$ cat src/rtl/muldiv_seq.sv
// Iterative RV64M multiply/divide sequencer for the execute stage: one product or
// quotient bit per cycle, with the result held in DONE until E actually advances.
module muldiv_seq #(
    parameter int XLEN  = 64,
    parameter int CNT_W = 7
) (
    input  logic            clk,
    input  logic            reset,
    input  logic            start,
    input  logic [2:0]      funct3,
    input  logic            is_word,
    input  logic [XLEN-1:0] src_a,
    input  logic [XLEN-1:0] src_b,
    input  logic            accept,
    input  logic            flush,
    output logic            done,
    output logic            busy,
    output logic [XLEN-1:0] result
);

    localparam int HALF = XLEN / 2;

    localparam logic [CNT_W-1:0] CNT_FULL = CNT_W'(XLEN);
    localparam logic [CNT_W-1:0] CNT_HALF = CNT_W'(HALF);
    localparam logic [CNT_W-1:0] CNT_LAST = CNT_W'(1);

    localparam logic [XLEN-1:0] MIN_FULL = {1'b1, {(XLEN-1){1'b0}}};
    localparam logic [HALF-1:0] MIN_HALF = {1'b1, {(HALF-1){1'b0}}};

    localparam logic [2:0] F_MUL  = 3'b000;
    localparam logic [2:0] F_DIV  = 3'b100;
    localparam logic [2:0] F_DIVU = 3'b101;
    localparam logic [2:0] F_REM  = 3'b110;
    localparam logic [2:0] F_REMU = 3'b111;

    typedef enum logic [1:0] {
        S_IDLE,
        S_BUSY,
        S_DONE
    } state_t;

    function automatic logic [XLEN-1:0] sext_half(input logic [HALF-1:0] x);
        return {{HALF{x[HALF-1]}}, x};
    endfunction

    state_t r_state;
    state_t w_state_next;

    logic [CNT_W-1:0] r_cnt;
    logic [XLEN-1:0]  r_acc;
    logic [XLEN-1:0]  r_mcand;
    logic [XLEN-1:0]  r_mplier;
    logic [XLEN-1:0]  r_rem;
    logic [XLEN-1:0]  r_quo;
    logic [XLEN-1:0]  r_div;
    logic             r_neg_q;
    logic             r_neg_r;
    logic [2:0]       r_funct3;
    logic             r_is_word;
    logic [XLEN-1:0]  r_result;

    logic            w_is_div;
    logic            w_is_signed;
    logic            w_is_mulh;
    logic            w_sa;
    logic            w_sb;
    logic            w_b_zero;
    logic            w_ovf;
    logic            w_special;
    logic [XLEN-1:0] w_a_act;
    logic [XLEN-1:0] w_b_act;
    logic [XLEN-1:0] w_a_neg;
    logic [XLEN-1:0] w_b_neg;
    logic [XLEN-1:0] w_a_mag;
    logic [XLEN-1:0] w_b_mag;
    logic [XLEN-1:0] w_dvd;
    logic [XLEN-1:0] w_special_res;

    logic [XLEN-1:0] w_acc_step;
    logic [XLEN:0]   w_rem_sh;
    logic            w_rem_ge;
    logic [XLEN-1:0] w_rem_step;
    logic [XLEN-1:0] w_quo_step;
    logic [XLEN-1:0] w_quo_fix;
    logic [XLEN-1:0] w_rem_fix;
    logic [XLEN-1:0] w_sel;
    logic [XLEN-1:0] w_final;

    // Operand preparation and single-cycle special cases, evaluated on the issuing IDLE cycle.
    always_comb begin
        // NOTE: every signal written here gets a default first so no path can infer a latch.
        w_is_div    = funct3[2];
        w_is_signed = funct3[2] & ~funct3[0];
        w_is_mulh   = ~funct3[2] & (funct3[1:0] != 2'b00);

        w_a_act = is_word ? {{HALF{1'b0}}, src_a[HALF-1:0]} : src_a;
        w_b_act = is_word ? {{HALF{1'b0}}, src_b[HALF-1:0]} : src_b;
        w_sa    = is_word ? src_a[HALF-1] : src_a[XLEN-1];
        w_sb    = is_word ? src_b[HALF-1] : src_b[XLEN-1];
        w_a_neg = -w_a_act;
        w_b_neg = -w_b_act;

        w_a_mag = w_a_act;
        w_b_mag = w_b_act;
        if (w_is_signed && w_sa) begin
            w_a_mag = is_word ? {{HALF{1'b0}}, w_a_neg[HALF-1:0]} : w_a_neg;
        end
        if (w_is_signed && w_sb) begin
            w_b_mag = is_word ? {{HALF{1'b0}}, w_b_neg[HALF-1:0]} : w_b_neg;
        end

        // Word dividends sit in the top half so quotient bits fill the low half cleanly.
        w_dvd = is_word ? {w_a_mag[HALF-1:0], {HALF{1'b0}}} : w_a_mag;

        w_b_zero = (w_b_act == '0);
        w_ovf    = w_is_signed & (is_word
                   ? ((src_a[HALF-1:0] == MIN_HALF) && (src_b[HALF-1:0] == '1))
                   : ((src_a == MIN_FULL) && (src_b == '1)));
        w_special = w_is_mulh | (w_is_div & (w_b_zero | w_ovf));

        w_special_res = '0;
        if (w_is_div && w_b_zero) begin
            w_special_res = funct3[1] ? (is_word ? sext_half(src_a[HALF-1:0]) : src_a) : '1;
        end else if (w_is_div && w_ovf) begin
            w_special_res = funct3[1] ? '0 : (is_word ? sext_half(MIN_HALF) : MIN_FULL);
        end
    end

    // One shift-add step and one restoring-division step per BUSY cycle.
    always_comb begin
        w_acc_step = r_acc + (r_mplier[0] ? r_mcand : '0);

        w_rem_sh   = {r_rem, r_quo[XLEN-1]};
        w_rem_ge   = w_rem_sh[XLEN] | (w_rem_sh[XLEN-1:0] >= r_div);
        w_rem_step = w_rem_ge ? (w_rem_sh[XLEN-1:0] - r_div) : w_rem_sh[XLEN-1:0];
        w_quo_step = {r_quo[XLEN-2:0], w_rem_ge};

        w_quo_fix = r_neg_q ? -w_quo_step : w_quo_step;
        w_rem_fix = r_neg_r ? -w_rem_step : w_rem_step;

        w_sel = '0;
        case (r_funct3)
            F_MUL:          w_sel = w_acc_step;
            F_DIV, F_DIVU:  w_sel = w_quo_fix;
            F_REM, F_REMU:  w_sel = w_rem_fix;
            default:        w_sel = '0;
        endcase

        w_final = r_is_word ? sext_half(w_sel[HALF-1:0]) : w_sel;
    end

    always_comb begin
        w_state_next = r_state;
        case (r_state)
            S_IDLE: begin
                if (start) begin
                    w_state_next = w_special ? S_DONE : S_BUSY;
                end
            end
            S_BUSY: begin
                if (r_cnt == CNT_LAST) begin
                    w_state_next = S_DONE;
                end
            end
            S_DONE: begin
                if (accept) begin
                    w_state_next = S_IDLE;
                end
            end
            default: w_state_next = S_IDLE;
        endcase
        // A kill from the pipeline overrides everything, including accept.
        if (flush) begin
            w_state_next = S_IDLE;
        end
    end

    always_ff @(posedge clk or posedge reset) begin
        // NOTE: sequential state uses non-blocking assignments so every flop samples pre-edge values.
        if (reset) begin
            r_state <= S_IDLE;
        end else begin
            r_state <= w_state_next;
        end
    end

    always_ff @(posedge clk or posedge reset) begin
        if (reset) begin
            r_cnt     <= '0;
            r_acc     <= '0;
            r_mcand   <= '0;
            r_mplier  <= '0;
            r_rem     <= '0;
            r_quo     <= '0;
            r_div     <= '0;
            r_neg_q   <= 1'b0;
            r_neg_r   <= 1'b0;
            r_funct3  <= '0;
            r_is_word <= 1'b0;
            r_result  <= '0;
        end else if (!flush) begin
            case (r_state)
                S_IDLE: begin
                    if (start) begin
                        r_cnt     <= is_word ? CNT_HALF : CNT_FULL;
                        r_acc     <= '0;
                        r_mcand   <= w_a_act;
                        r_mplier  <= w_b_act;
                        r_rem     <= '0;
                        r_quo     <= w_dvd;
                        r_div     <= w_b_mag;
                        r_neg_q   <= w_is_signed & (w_sa ^ w_sb);
                        r_neg_r   <= w_is_signed & w_sa;
                        r_funct3  <= funct3;
                        r_is_word <= is_word;
                        if (w_special) begin
                            r_result <= w_special_res;
                        end
                    end
                end
                S_BUSY: begin
                    r_cnt    <= r_cnt - CNT_LAST;
                    r_acc    <= w_acc_step;
                    r_mcand  <= r_mcand << 1;
                    r_mplier <= r_mplier >> 1;
                    r_rem    <= w_rem_step;
                    r_quo    <= w_quo_step;
                    if (r_cnt == CNT_LAST) begin
                        r_result <= w_final;
                    end
                end
                default: begin
                end
            endcase
        end
    end

    // Reset forces done high even if start is still asserted from the frozen E stage.
    assign done   = reset | (r_state == S_DONE) | ((r_state == S_IDLE) & ~start);
    assign busy   = (r_state == S_BUSY);
    assign result = r_result;

endmodule

$ cat config.mk
export PLATFORM = sky130hd
export DESIGN_NAME = muldiv_seq
export DESIGN_NICKNAME = d
export VERILOG_FILES = /design/src/rtl/muldiv_seq.sv
export SDC_FILE = /design/constraint.sdc
export NUM_CORES = 2
export LEC_CHECK = 0
export ABC_AREA = 1
export BUFFER_PORTS_ARGS = -buffer_cell sky130_fd_sc_hd__buf_2
export CAP_MARGIN = 10
export CORE_ASPECT_RATIO = 0.6
export CORE_MARGIN = 2
export CORE_UTILIZATION = 40
export DETAILED_ROUTE_END_ITERATION = 6
export PLACE_DENSITY = 0.62
export SYNTH_ARGS = -nofsm -noshare
export SYNTH_HDL_FRONTEND = slang
export SYNTH_SLANG_ARGS = --single-unit
$ cat constraint.sdc
create_clock -name clk -period 32.8 [get_ports clk]
set_clock_uncertainty 0.2 [all_clocks]
set_input_delay 8.2 -clock clk [delete_from_list [all_inputs] [get_ports clk]]
set_output_delay 8.2 -clock clk [all_outputs]
set_load 0.02 [all_outputs]
==> qor.yml <==
cp_num_cells: 4
avg_synthesized_cell_area_um2: 6.15
synthesis.yosys.warnings: 0
cts.sink_count: 463
timing.critical_path.arrival_ps: 9040
area_delta_synth_final_pct: 9.66
drive_gt1_share_pct: 7.55
crit_path_end_kind: "primary output"
grt_overflow: 0
synth_top_flop_cell: "sky130_fd_sc_hd__dfrtp_1"
finalNetCount: 6987
grt_use_total_pct: 36.5
fmaxAchievable_mhz: 57.3
syn_area_mm2: 0.0409
floorplan.initialDensity_pct: 40.5
multi_input_area_mm2: 0.0243
drc: 0
fraction_of_synthesis_flops_using_an_asynchronous_set_or_reset_pin_pct: 100
post-synth-top-area-cell: "sky130_fd_sc_hd__dfrtp_1"
die_h_um: 252
post-synth-top-area-fraction_pct: 28.3
cts_max_path_buffers: 3
crit_top_cell: "sky130_fd_sc_hd__buf_2"
first_iter_violations: 5915
post_cts_resize_count: 0
seq_cell_area_mm2: 0.0116
clock_insertion_delay_worst_skew_ps: 670
count_of_final_setup_violators: 0
routed-via-count: 45698
cp_data_required_time_ps: 24400
unrepaired_setup_endpoints_after_global_routing: "no"
setup_total_neg_slack_ps: 0
relSlewSlack_pct: 4.35
max_cap_violations: 0
max_stage_delay_ps: 340
floorplan.die_area_mm2: 0.105
period_share_pct: 53.2
post_cts_buffers: 0
top_level_ports: 203
fillCellCount: 11074
synth-seq-area-share_pct: 28.3
hold-path-cell-count: 2
tritoncts.num_buffers: 53
tightest_slew_ps: 1430
yosys.cell_count.top_type: "sky130_fd_sc_hd__nand2_1"
pin_count_of_the_biggest_net_entering_global_routing: 141
number_of_pins_exceeding_their_max_slew_limit_in_the_final_report: 0
first_global_vias: 40866
drt_pre_antenna_iters: 6
post_synth_main_area_contributors: "sky130_fd_sc_hd__dfrtp_1 28%, sky130_fd_sc_hd__nand2_1 17%, sky130_fd_sc_hd__inv_1 9.6%"
yosys_register_bits: 463
finalWirelength_um: 197000
timing.reg2reg.worst_path_depth: 35
die_w_um: 417
worst_path_dominant_cell_family: "buffers and inverters"
post_synth_most_frequent_cells: "1824 x sky130_fd_sc_hd__nand2_1, 1051 x sky130_fd_sc_hd__inv_1, 719 x sky130_fd_sc_hd__nor2_1"
number_of_antenna_violations_at_the_first_check_in_global_routing: 13
syn_inst: 6643
first_pass_grt_wire_length_um: 282000
cp_cell_sequence: "buf_2 > inv_8 > nand3_1 > buf_2"
vias_per_cell: 5.65
wl_per_cell_um: 24.3
critPathLaunchType: "input pin"
htree_levels: 2
ctsRootBufferMaster: "sky130_fd_sc_hd__clkbuf_16"
row_count: 90
hold_buffers: 0
outcome: "complete, no violations"
routabilityCongestion: 1.04
final_period_minus_worst_setup_slack_ps: 17440
placement.io_buffers: 202
critical_path_class: "input pin to primary output"
dp.final_hpwl_um: 159000
timing.hold.worst.class: "register to register"
synthesis.nets: 6916
postRouteAntennaNets: 0
finalHoldViolCount: 0
path_max_fanout: 69
synth_enable_flop_cells: 0
cts_tree: "yes"
yosysUniqueCellTypes: 67
clkTransAtPathRegs_ps: 60
fp.coreArea_mm2: 0.101
cp_slowest_cell: "sky130_fd_sc_hd__inv_8"
critPathBufInv: 3
[state kept, by name, summed over array words and instances (netlist names)]
signal	cells
r_funct3	3
r_rem	64
r_acc	64
r_cnt	7
r_mcand	64
r_neg_q	1
r_div	64
r_quo	64
r_neg_r	1
r_mplier	64
r_is_word	1
r_state	2
result	64
[tightest hold or removal path, delay by kind of cell (launching register included)]
family	cells	cell delay (ps)
AOI/OAI and AO/OA	1	50
and+or+nand+nor	1	50
DFF	1	340
[logic make-up (layout without fill, tap and decap cells)]
group                      count (synthesis)  count (layout)  synth area share (%)
other                                      0               5                     0
and+or+nand+nor                         3278            3278                  33.3
buffers and inverters                   1316            1424                  12.5
xor gates and xnor gates                 154             154                  3.30
adders and majority gates                136             136                  4.20
DFF                                      463             463                  28.3
muxes                                      2               2                0.0520
AOI/OAI and AO/OA                       1294            1294                  18.4
[path summary, 6_finish.rpt]
path | startpoint | endpoint | slack, ps
worst max-delay path | reset | done | 15360
worst min-delay path | result[7] | result[7] | 270
worst max register to register | r_div[7] | result[60] | 25230
worst min register to register | result[7] | result[7] | 270
max in group asynchronous | reset | r_acc[14] | 21620
min in group asynchronous | reset | r_mplier[34] | 7370
[layout by cell type, fill, tap and decap left out, types with 56 or more instances in the layout]
cell                      count
sky130_fd_sc_hd__a21oi_1    391
sky130_fd_sc_hd__xor2_1     122
sky130_fd_sc_hd__buf_4       56
sky130_fd_sc_hd__o22ai_1    202
sky130_fd_sc_hd__ha_1       134
sky130_fd_sc_hd__dfrtp_1    460
sky130_fd_sc_hd__nand4_1     75
sky130_fd_sc_hd__o21ai_0    414
sky130_fd_sc_hd__nand3_1    408
sky130_fd_sc_hd__buf_2      202
sky130_fd_sc_hd__nor3_1      95
sky130_fd_sc_hd__nand2_1   1823
sky130_fd_sc_hd__nor2_1     711
sky130_fd_sc_hd__inv_1     1048
[final cells by class]
cell class | count | share of cell area [%]
Inverter | 1072 | 9.02
Multi-Input combinational cell | 4864 | 54.2
Clock buffer | 64 | 3.18
Timing Repair Buffer | 260 | 3.28
Sequential cell | 463 | 25.8
Clock inverter | 28 | 0.751
Antenna cell | 5 | 0.0279
Tap cell | 1334 | 3.72
[metal layers]
layer	up-vias	routed length (µm)	share of wire, %	global-route usage, %
met5	-	186	0.095	0
met4	4	2900	1.5	5.46
met3	158	29900	15	16.2
met2	2378	66900	34	43.1
met1	21511	96600	49	58.5
li1	21647	-	-	-
[per-stage QoR]
stage          area, µm²  hold WS, ps  worst slack [ps]  utilization [%]  std cells
3_3_place_gp       43100          262             15330             42.7       7993
3_5_place_dp       43100          264             15320             42.7       7993
2_1_floorplan      40900          243              4600                -       6643
6_report           44800          274             15360             44.4       8090
5_1_grt            44800          300             15250             44.4       8085
4_1_cts            44800          283             15310             44.4       8085
Power is not shown: default switching activity piles up to over one toggle a cycle in this logic, so the estimate is an artifact.
